===== config.mk =====
export PLATFORM = sky130hd
export DESIGN_NAME = cic_rate_sequencer_flat
export DESIGN_NICKNAME = d
export VERILOG_FILES = /design/src/rtl/cic_rate_sequencer_if.sv /design/src/rtl/cic_rate_sequencer.sv /design/src/flat_wrapper.sv
export SDC_FILE = /design/constraint.sdc
export NUM_CORES = 1
export LEC_CHECK = 0
export ABC_CLOCK_PERIOD_IN_PS = 1700
export CAP_MARGIN = 20
export CORE_ASPECT_RATIO = 0.6
export CORE_MARGIN = 2
export CORE_UTILIZATION = 36
export CTS_BUF_LIST = sky130_fd_sc_hd__clkbuf_4 sky130_fd_sc_hd__clkbuf_8
export CTS_CLUSTER_DIAMETER = 60
export CTS_CLUSTER_SIZE = 16
export DETAILED_ROUTE_END_ITERATION = 7
export GPL_TIMING_DRIVEN = 0
export HOLD_SLACK_MARGIN = 0.12
export PLACE_DENSITY_LB_ADDON = 0.08
export SYNTH_ARGS = -nofsm -noshare
export SYNTH_HDL_FRONTEND = slang
export SYNTH_SLANG_ARGS = --single-unit

===== constraint.sdc =====
create_clock -name clk -period 1.7 [get_ports clk]
set_input_delay 0.255 -clock clk [delete_from_list [all_inputs] [get_ports clk]]
set_output_delay 0.255 -clock clk [all_outputs]
set_load 0.05 [all_outputs]

===== src/rtl/cic_rate_sequencer_if.sv =====
// rtl/cic_rate_sequencer_if.sv - control, gating and CIC-side signals of the rate sequencer
interface cic_rate_sequencer_if #(
    parameter int MSET_WIDTH = 9
) ();
    logic                  cfg_valid;
    logic [MSET_WIDTH-1:0] cfg_msetting;
    logic                  cfg_ready;
    logic                  cfg_err;
    logic                  up_s_axis_tvalid;
    logic                  up_s_axis_tready;
    logic                  cic_s_axis_tvalid;
    logic                  cic_s_axis_tready;
    logic                  cic_m_axis_tvalid;
    logic [MSET_WIDTH-1:0] msetting;
    logic                  cic_sync_reset;
    logic                  busy;
    logic                  drain_timeout;

    modport slave (
        input  cfg_valid, cfg_msetting, up_s_axis_tvalid, cic_s_axis_tready, cic_m_axis_tvalid,
        output cfg_ready, cfg_err, up_s_axis_tready, cic_s_axis_tvalid, msetting,
               cic_sync_reset, busy, drain_timeout
    );

    modport master (
        output cfg_valid, cfg_msetting, up_s_axis_tvalid, cic_s_axis_tready, cic_m_axis_tvalid,
        input  cfg_ready, cfg_err, up_s_axis_tready, cic_s_axis_tvalid, msetting,
               cic_sync_reset, busy, drain_timeout
    );
endinterface


===== src/rtl/cic_rate_sequencer.sv =====
// rtl/cic_rate_sequencer.sv - drains, resets and re-settles a CIC decimator around an msetting change
module cic_rate_sequencer #(
    parameter int MSET_WIDTH    = 9,
    parameter int MIN_MSET      = 1,
    parameter int MAX_MSET      = 256,
    parameter int DEFAULT_MSET  = 256,
    parameter int DRAIN_CYCLES  = 32,
    parameter int DRAIN_TIMEOUT = 1024,
    parameter int RESET_CYCLES  = 4,
    parameter int SETTLE_CYCLES = 4
) (
    input  logic                clk,
    input  logic                async_reset_n,
    cic_rate_sequencer_if.slave bus
);
    localparam int MW1    = MSET_WIDTH + 1;
    localparam int IDLE_W = $clog2(DRAIN_CYCLES + 1);
    localparam int TOT_W  = $clog2(DRAIN_TIMEOUT + 1);
    localparam int PH_W   = $clog2(((RESET_CYCLES > SETTLE_CYCLES) ? RESET_CYCLES : SETTLE_CYCLES) + 1);

    typedef enum logic [1:0] {S_RESET, S_SETTLE, S_IDLE, S_DRAIN} state_t;

    state_t                r_state, w_state_nx;
    logic [IDLE_W-1:0]     r_idle_cnt, w_idle_cnt_nx;
    logic [TOT_W-1:0]      r_tot_cnt, w_tot_cnt_nx;
    logic [PH_W-1:0]       r_ph_cnt, w_ph_cnt_nx;
    logic [MSET_WIDTH-1:0] r_pending, w_pending_nx;
    logic [MSET_WIDTH-1:0] r_msetting, w_msetting_nx;
    logic                  r_cfg_err, w_cfg_err_nx;
    logic                  r_drain_timeout, w_drain_timeout_nx;
    logic                  r_cfg_ready;
    logic                  r_pass;
    logic                  r_busy;
    logic                  r_sync_reset;
    logic [MW1-1:0]        w_req;

    assign w_req = {1'b0, bus.cfg_msetting};

    always_comb begin
        w_state_nx         = r_state;
        w_idle_cnt_nx      = r_idle_cnt;
        w_tot_cnt_nx       = r_tot_cnt;
        w_ph_cnt_nx        = r_ph_cnt;
        w_pending_nx       = r_pending;
        w_msetting_nx      = r_msetting;
        w_cfg_err_nx       = 1'b0;
        w_drain_timeout_nx = r_drain_timeout;
        case (r_state)
            S_RESET: begin
                if (r_ph_cnt == PH_W'(RESET_CYCLES - 1)) begin
                    w_state_nx  = S_SETTLE;
                    w_ph_cnt_nx = '0;
                end else begin
                    w_ph_cnt_nx = (r_ph_cnt == '1) ? r_ph_cnt : r_ph_cnt + 1'b1;
                end
            end
            S_SETTLE: begin
                if (r_ph_cnt == PH_W'(SETTLE_CYCLES - 1)) begin
                    w_state_nx  = S_IDLE;
                    w_ph_cnt_nx = '0;
                end else begin
                    w_ph_cnt_nx = (r_ph_cnt == '1) ? r_ph_cnt : r_ph_cnt + 1'b1;
                end
            end
            S_IDLE: begin
                if (bus.cfg_valid && r_cfg_ready) begin
                    if (w_req < MW1'(MIN_MSET) || w_req > MW1'(MAX_MSET)) begin
                        w_cfg_err_nx = 1'b1;
                    end else if (bus.cfg_msetting == r_msetting) begin
                        w_drain_timeout_nx = 1'b0;
                    end else begin
                        w_pending_nx       = bus.cfg_msetting;
                        w_drain_timeout_nx = 1'b0;
                        w_state_nx         = S_DRAIN;
                        w_idle_cnt_nx      = '0;
                        w_tot_cnt_nx       = '0;
                    end
                end
            end
            S_DRAIN: begin
                // The idle-output exit wins when both exits coincide, so no timeout is flagged.
                if (!bus.cic_m_axis_tvalid && r_idle_cnt == IDLE_W'(DRAIN_CYCLES - 1)) begin
                    w_state_nx    = S_RESET;
                    w_ph_cnt_nx   = '0;
                    w_msetting_nx = r_pending;
                end else if (r_tot_cnt == TOT_W'(DRAIN_TIMEOUT - 1)) begin
                    w_state_nx         = S_RESET;
                    w_ph_cnt_nx        = '0;
                    w_msetting_nx      = r_pending;
                    w_drain_timeout_nx = 1'b1;
                end else begin
                    w_idle_cnt_nx = bus.cic_m_axis_tvalid ? '0 :
                                    ((r_idle_cnt == '1) ? r_idle_cnt : r_idle_cnt + 1'b1);
                    w_tot_cnt_nx  = (r_tot_cnt == '1) ? r_tot_cnt : r_tot_cnt + 1'b1;
                end
            end
            default: begin
                w_state_nx  = S_RESET;
                w_ph_cnt_nx = '0;
            end
        endcase
    end

    // Status outputs are registered from the next state so they line up with r_state.
    always_ff @(posedge clk or negedge async_reset_n) begin
        if (!async_reset_n) begin
            r_state         <= S_RESET;
            r_idle_cnt      <= '0;
            r_tot_cnt       <= '0;
            r_ph_cnt        <= '0;
            r_pending       <= MSET_WIDTH'(DEFAULT_MSET);
            r_msetting      <= MSET_WIDTH'(DEFAULT_MSET);
            r_cfg_err       <= 1'b0;
            r_drain_timeout <= 1'b0;
            r_cfg_ready     <= 1'b0;
            r_pass          <= 1'b0;
            r_busy          <= 1'b1;
            r_sync_reset    <= 1'b1;
        end else begin
            r_state         <= w_state_nx;
            r_idle_cnt      <= w_idle_cnt_nx;
            r_tot_cnt       <= w_tot_cnt_nx;
            r_ph_cnt        <= w_ph_cnt_nx;
            r_pending       <= w_pending_nx;
            r_msetting      <= w_msetting_nx;
            r_cfg_err       <= w_cfg_err_nx;
            r_drain_timeout <= w_drain_timeout_nx;
            r_cfg_ready     <= (w_state_nx == S_IDLE);
            r_pass          <= (w_state_nx == S_IDLE);
            r_busy          <= (w_state_nx != S_IDLE);
            r_sync_reset    <= (w_state_nx == S_RESET);
        end
    end

    assign bus.cic_s_axis_tvalid = bus.up_s_axis_tvalid & r_pass;
    assign bus.up_s_axis_tready  = bus.cic_s_axis_tready & r_pass;
    assign bus.cfg_ready         = r_cfg_ready;
    assign bus.cfg_err           = r_cfg_err;
    assign bus.msetting          = r_msetting;
    assign bus.cic_sync_reset    = r_sync_reset;
    assign bus.busy              = r_busy;
    assign bus.drain_timeout     = r_drain_timeout;
endmodule


===== src/flat_wrapper.sv =====
// flat-port wrapper written by rule: the top's interface ports become plain ports
module cic_rate_sequencer_flat 
#(
    parameter int MSET_WIDTH    = 9,
    parameter int MIN_MSET      = 1,
    parameter int MAX_MSET      = 256,
    parameter int DEFAULT_MSET  = 256,
    parameter int DRAIN_CYCLES  = 32,
    parameter int DRAIN_TIMEOUT = 1024,
    parameter int RESET_CYCLES  = 4,
    parameter int SETTLE_CYCLES = 4
)
  (clk, async_reset_n, bus_cfg_valid, bus_cfg_msetting, bus_up_s_axis_tvalid, bus_cic_s_axis_tready, bus_cic_m_axis_tvalid, bus_cfg_ready, bus_cfg_err, bus_up_s_axis_tready, bus_cic_s_axis_tvalid, bus_msetting, bus_cic_sync_reset, bus_busy, bus_drain_timeout);
  cic_rate_sequencer_if #(.MSET_WIDTH(MSET_WIDTH)) bus_i ();
  input  logic clk;
  input  logic async_reset_n;
  input wire logic [$bits(bus_i.cfg_valid)-1:0] bus_cfg_valid;
  input wire logic [$bits(bus_i.cfg_msetting)-1:0] bus_cfg_msetting;
  input wire logic [$bits(bus_i.up_s_axis_tvalid)-1:0] bus_up_s_axis_tvalid;
  input wire logic [$bits(bus_i.cic_s_axis_tready)-1:0] bus_cic_s_axis_tready;
  input wire logic [$bits(bus_i.cic_m_axis_tvalid)-1:0] bus_cic_m_axis_tvalid;
  output wire logic [$bits(bus_i.cfg_ready)-1:0] bus_cfg_ready;
  output wire logic [$bits(bus_i.cfg_err)-1:0] bus_cfg_err;
  output wire logic [$bits(bus_i.up_s_axis_tready)-1:0] bus_up_s_axis_tready;
  output wire logic [$bits(bus_i.cic_s_axis_tvalid)-1:0] bus_cic_s_axis_tvalid;
  output wire logic [$bits(bus_i.msetting)-1:0] bus_msetting;
  output wire logic [$bits(bus_i.cic_sync_reset)-1:0] bus_cic_sync_reset;
  output wire logic [$bits(bus_i.busy)-1:0] bus_busy;
  output wire logic [$bits(bus_i.drain_timeout)-1:0] bus_drain_timeout;
  assign bus_i.cfg_valid = bus_cfg_valid;
  assign bus_i.cfg_msetting = bus_cfg_msetting;
  assign bus_i.up_s_axis_tvalid = bus_up_s_axis_tvalid;
  assign bus_i.cic_s_axis_tready = bus_cic_s_axis_tready;
  assign bus_i.cic_m_axis_tvalid = bus_cic_m_axis_tvalid;
  assign bus_cfg_ready = bus_i.cfg_ready;
  assign bus_cfg_err = bus_i.cfg_err;
  assign bus_up_s_axis_tready = bus_i.up_s_axis_tready;
  assign bus_cic_s_axis_tvalid = bus_i.cic_s_axis_tvalid;
  assign bus_msetting = bus_i.msetting;
  assign bus_cic_sync_reset = bus_i.cic_sync_reset;
  assign bus_busy = bus_i.busy;
  assign bus_drain_timeout = bus_i.drain_timeout;
  cic_rate_sequencer #(.MSET_WIDTH(MSET_WIDTH), .MIN_MSET(MIN_MSET), .MAX_MSET(MAX_MSET), .DEFAULT_MSET(DEFAULT_MSET), .DRAIN_CYCLES(DRAIN_CYCLES), .DRAIN_TIMEOUT(DRAIN_TIMEOUT), .RESET_CYCLES(RESET_CYCLES), .SETTLE_CYCLES(SETTLE_CYCLES)) u_core (.clk(clk), .async_reset_n(async_reset_n), .bus(bus_i));
endmodule

Word level (Yosys, flattened, before mapping):

Cells that the tools add are included.

* order comparisons: 2
* $add $sub $neg: 3
* equal/unequal tests: 22
* mux-type cells: 38
* bitwise operators: 4
* reduce and logical (&&, ||, !) cells: 16

Operators by type and width (number)
* 11-bit two-way mux: 6
* 6-bit two-way mux: 7
* 11-bit case mux with 2 select lines: 1
* 9-bit two-way mux: 2
* 2-bit two-way mux: 7
* 7-bit AND reduction: 2
* 3-bit two-way mux: 4
* 2-bit inequality test (second input constant): 6
* 6-bit case mux with 2 select lines: 1
* 11-bit by 1-bit adder with 11-bit output (second input constant): 1
* 11-bit by 10-bit == test with 1-bit output (second input constant): 1
* 11-bit == test (second input constant): 1
* 9-bit == test: 1
* 9-bit > comparator (second input constant): 1
* 9-bit by 1-bit less-than comparator with 1-bit output (second input constant): 1
* 2-bit case mux with 4 select lines: 1
* 1-bit two-way mux: 7
* 6-bit by 1-bit adder with 6-bit output (second input constant): 1
* 2-bit == test (second input constant): 3
* 6-bit by 5-bit == test with 1-bit output (second input constant): 1
* 6-bit == test (second input constant): 1
* 3-bit case mux with 2 select lines: 1
* 2-bit nonzero test: 3
* 5-bit AND reduction: 1
* other kinds (19): 24

* input port bits: 15
* flip-flop bits (word level): 45
* output and inout port bits: 16

Logic depth before layout (Yosys ltp):

* depth in word-level cells: 6
* mapped depth: 7

Worst setup path after synthesis:

Ideal clock, no wire load.

* kind: reg2reg
* from: reg u_core.r_msetting[6], in the netlist u_core.bus.msetting[6]
* to: reg u_core.r_state[0]
* buffers on the path: 1
* slack: -0.246 ns
* period minus slack after synthesis: 1.946 ns
* setup time: 0.124 ns
* stages on the path, launching flop included: 7
* arrival time: 1.822 ns
* data required time: 1.576 ns
* cell sequence: dfrtp_1 -> xor2_1 -> nor4_2 -> and3_2 -> nor2_4 -> buf_6 -> o31a_1

* longest elaborated chain between the ends: 5

RTL lines
* start: declaration: RTL line cic_rate_sequencer.sv:28 `logic [MSET_WIDTH-1:0] r_msetting, w_msetting_nx;`
* start signal: assignment: RTL line cic_rate_sequencer.sv:112 `r_msetting <= MSET_WIDTH'(DEFAULT_MSET);`
* start signal: assignment: RTL line cic_rate_sequencer.sv:125 `r_msetting <= w_msetting_nx;`
* 9-bit == test: RTL line cic_rate_sequencer.sv:69 `end else if (bus.cfg_msetting == r_msetting) begin`
* 2-bit two-way mux: RTL line cic_rate_sequencer.sv:69
* 2-bit two-way mux: RTL line cic_rate_sequencer.sv:67 `if (w_req < MW1'(MIN_MSET) || w_req > MW1'(MAX_MSET)) begin`
* 2-bit two-way mux: RTL line cic_rate_sequencer.sv:66 `if (bus.cfg_valid && r_cfg_ready) begin`
* 2-bit case mux with 4 select lines: RTL line cic_rate_sequencer.sv:48 `case (r_state)`
* named net u_core.w_state_nx[0]: RTL line cic_rate_sequencer.sv:23 `state_t r_state, w_state_nx;`
* end signal: assignment: RTL line cic_rate_sequencer.sv:120 `r_state <= w_state_nx;`
* end: declaration: RTL line cic_rate_sequencer.sv:23

The timed path passes the listed nets, and every way through them passes these cells.
A chain may end at the register's enable or synchronous reset.

Final worst setup path:

* from: reg u_core.r_msetting[4], in the netlist u_core.bus.msetting[4]
* to: reg u_core.r_pending[3]

* longest elaborated chain between the ends: 3

RTL lines
* 9-bit == test: RTL line cic_rate_sequencer.sv:69
* 1-bit inverter (no line)
* 4-bit AND reduction (no line)
* end signal: assignment: RTL line cic_rate_sequencer.sv:111 `r_pending <= MSET_WIDTH'(DEFAULT_MSET);`
* end signal: assignment: RTL line cic_rate_sequencer.sv:124 `r_pending <= w_pending_nx;`
* end: declaration: RTL line cic_rate_sequencer.sv:27 `logic [MSET_WIDTH-1:0] r_pending, w_pending_nx;`

Every way passes these cells.

==> results.cfg <==
[floorplan]
die_w_um = 109
ios = 31
dieArea_um2 = 7280
core-area_um2 = 6250
start_util = 0.380
fp.dieH_um = 66.9
rows = 22

[setup_path]
startpoint = u_core.bus.msetting[4]
path_delay_family = simple AND/OR/NAND/NOR gates
r2r_slack_ps = -150
slowest_delay_ps = 430
cp.arrival_ps = 2040
r2r-end = u_core.r_pending[3]
start_kind = flip-flop
path_max_fanout = 5
crit_path_cell_trace = xor2_1, nor3_2, nand3_1, nand3_2, buf_12, buf_16, mux2_4
worstSetupPathType = flip-flop to flip-flop
cp-endpoint = u_core.r_pending[3]
r2r-start = u_core.bus.msetting[4]
cp.depth = 7
path_buf_inv = 2
required_ps = 1890
crit_path_end_kind = flip-flop
crit_path_top_delay_cell = dfrtp_2
rr_worst_depth = 7

[sta]
final.setup.tns_ps = -2510
period_share = 1.09
maxSlewViolCount = 0
fin_crit_ps = 1850
fin_skew_ps = 8.09
worst_slew_pin_slew_ps = 598
hold_viol = 0
rsz0062_at_grt = true
finalSetupViolCount = 35
slew_headroom = 0.600
timing.final.ws_setup_ps = -152
timing.fmax_mhz = 540

[status]
status = complete, but fails checks
violations = setup timing

[synth]
async_reset_ff_frac = 1.00
ys_top_cells_by_area = dfrtp_1, mux2_4, mux2_2
synth_area_leader_cell = dfrtp_1
synthesis.area_um2 = 2370
ys.warnings.count = 0
netlist-cell-type-count = 53
synth_edf_count = 0
synth.avg_cell_area_um2 = 11.1
ys.flop_type = dfrtp_1
yosys.cell_count.top_type = dfrtp_1
ys_seq_area_frac = 0.477
synth_commonest_cells = dfrtp_1, nor2_1, nand2_1
syn-num-nets = 231
synth.ff_latch_count = 45
syn_inst = 213
yosysTopAreaCellShare = 0.432

[route]
drtIter0Drc = 104
vias = 1874
drcViolationCount = 0
ant_nets = 0
wl_per_cell_um = 15.9
drt-total-wl_um = 5900
drt-pass1-iter-count = 4
vias_per_cell = 5.06

[pwr]
leakagePower_nw = 1.56
powerDensity_nw_per_um2 = 1040
power.internal_mw = 2.38
p_switching_mw = 1.28
pwr-share-clk = 0.193
peakVddDrop_mv = 0.452
sw_frac_of_total = 0.349
seqPwrFrac = 0.417
comb_power_share = 0.390

[clock_network]
clk_latency_ps = 300
cts_tree = done
numCtsBuffers = 5
path_clk_slew_ps = 80
htree_levels = 2
root_buffer = clkbuf_8
clock_sinks = 45
cts_buffer_depth = 2

[cells_and_area]
nets = 303
ff_latch_area_um2 = 1140
area_growth_pct = 48.0
instances_no_fill = 370
layout-drive-gt1-share = 0.476
fill_cells = 508
antenna_cells = 0
multi_input_area_um2 = 1490

[placed_design]
port_buffers = 30
hpwl_um = 3720
place_inst = 328
globalplace.congestion = 0.762

[global_route]
grt_pass1_wl_um = 9640
grt_usage = 0.179
overflow = 0
antenna_found_initial = 0
grt_pass1_vias = 1866
grt_max_degree = 33

[job]
max-cap-violations = 0

[worst_hold_path]
min_path_type = input port to flip-flop
## area by class of cell
class | instances | share of cell area
clock buffer | 8 | 0.0260
buffer | 5 | 0.0121
inverter | 6 | 0.00641
sequential | 45 | 0.325
multi-input combinational | 156 | 0.424
tap | 84 | 0.0299
timing repair buffer | 66 | 0.176
## cells by family (layout without fill, tap and decap cells)
family | count (synthesis) | after routing | synth area share
muxes | 19 | 19 | 0.102
and+or+nand+nor | 84 | 84 | 0.215
buffers and inverters | 12 | 85 | 0.0295
adders and majority gates | 3 | 3 | 0.0158
xor gates and xnor gates | 16 | 16 | 0.0590
AOI/OAI and AO/OA | 34 | 34 | 0.102
DFF | 45 | 45 | 0.477
## flip-flops by register name (all words and copies together), names as in the netlist, 2 cells and up
| register | cells |
|---|---|
| u_core.r_tot_cnt | 11 |
| u_core.bus.msetting | 9 |
| u_core.r_pending | 9 |
| u_core.r_idle_cnt | 6 |
| u_core.r_ph_cnt | 3 |
| u_core.r_state | 2 |
## worst min path at each step
stage                     slack [ps]                start  cells past startpoint                      to
after floorplan                  -40        async_reset_n                      0      u_core.bus.cfg_err
after global placement           480  u_core.r_pending[1]                      1  u_core.bus.msetting[1]
after detailed placement         190        async_reset_n                      1     u_core.r_pending[3]
after CTS                        390        async_reset_n                      2     u_core.r_pending[3]
after global routing             270  bus_cfg_msetting[0]                      2     u_core.r_pending[0]
final                            270  bus_cfg_msetting[0]                      2     u_core.r_pending[0]
## routing by layer
layer | track usage | vias to the layer above | part of all wire
li1 | - | 921 | -
met1 | 0.268 | 915 | 0.55
met2 | 0.247 | 29 | 0.41
met3 | 0.0470 | 9 | 0.034
met4 | 0.0529 | 0 | 0.013
met5 | 0 | - | 0
## metrics by stage
step / power [mW] / setup slack [ps] / util / hold slack (ps) / cell area [µm²]
after floorplan: 2.23 / -117 / - / -40.6 / 2420
after global placement: 2.51 / -1170 / 0.452 / 483 / 2820
after detailed placement: 2.52 / -621 / 0.454 / 188 / 2840
after CTS: 3.47 / -204 / 0.531 / 393 / 3320
after global routing: 3.90 / -247 / 0.562 / 273 / 3510
final: 3.66 / -152 / 0.562 / 274 / 3510
## placed cells by master (no fill, tap or decap), types with 4 or more instances in the layout
cell,Yosys,final
dfrtp_1,41,32
buf_4,0,22
dlygate4sd2_1,0,21
mux2_4,8,17
nor2_1,20,12
buf_6,3,12
nand2_1,12,11
dfrtp_2,0,9
xor2_1,9,7
nand3_1,8,6
inv_1,6,6
xnor2_1,7,6
nor2_4,1,5
nor2_2,1,5
o21ai_1,0,5
clkbuf_8,0,5
nor4_4,1,4
nand4_1,4,4
a31oi_1,4,4
clkdlybuf4s50_1,0,4
dfstp_2,4,4
## power groups by stage
stage          combinational [mW]  clock, mW  sequential [mW]
2_1_floorplan               0.650          0             1.58
3_3_place_gp                0.979          0             1.53
3_5_place_dp                0.989          0             1.53
4_1_cts                      1.23      0.733             1.51
5_1_grt                      1.56      0.781             1.56
6_report                     1.43      0.706             1.53
## repair_timing
item / CTS / global route
gates resized for setup: 74 / 45
endpoints found under the hold margin: 13 / 0
endpoints found under the setup margin: 59 / 45
pin swaps: 27 / 18
hold buffers: 1 / 0
cloned: 2 / 1
buffers inserted: 22 / 10
Note: power is estimated with default switching activity, not from simulation.
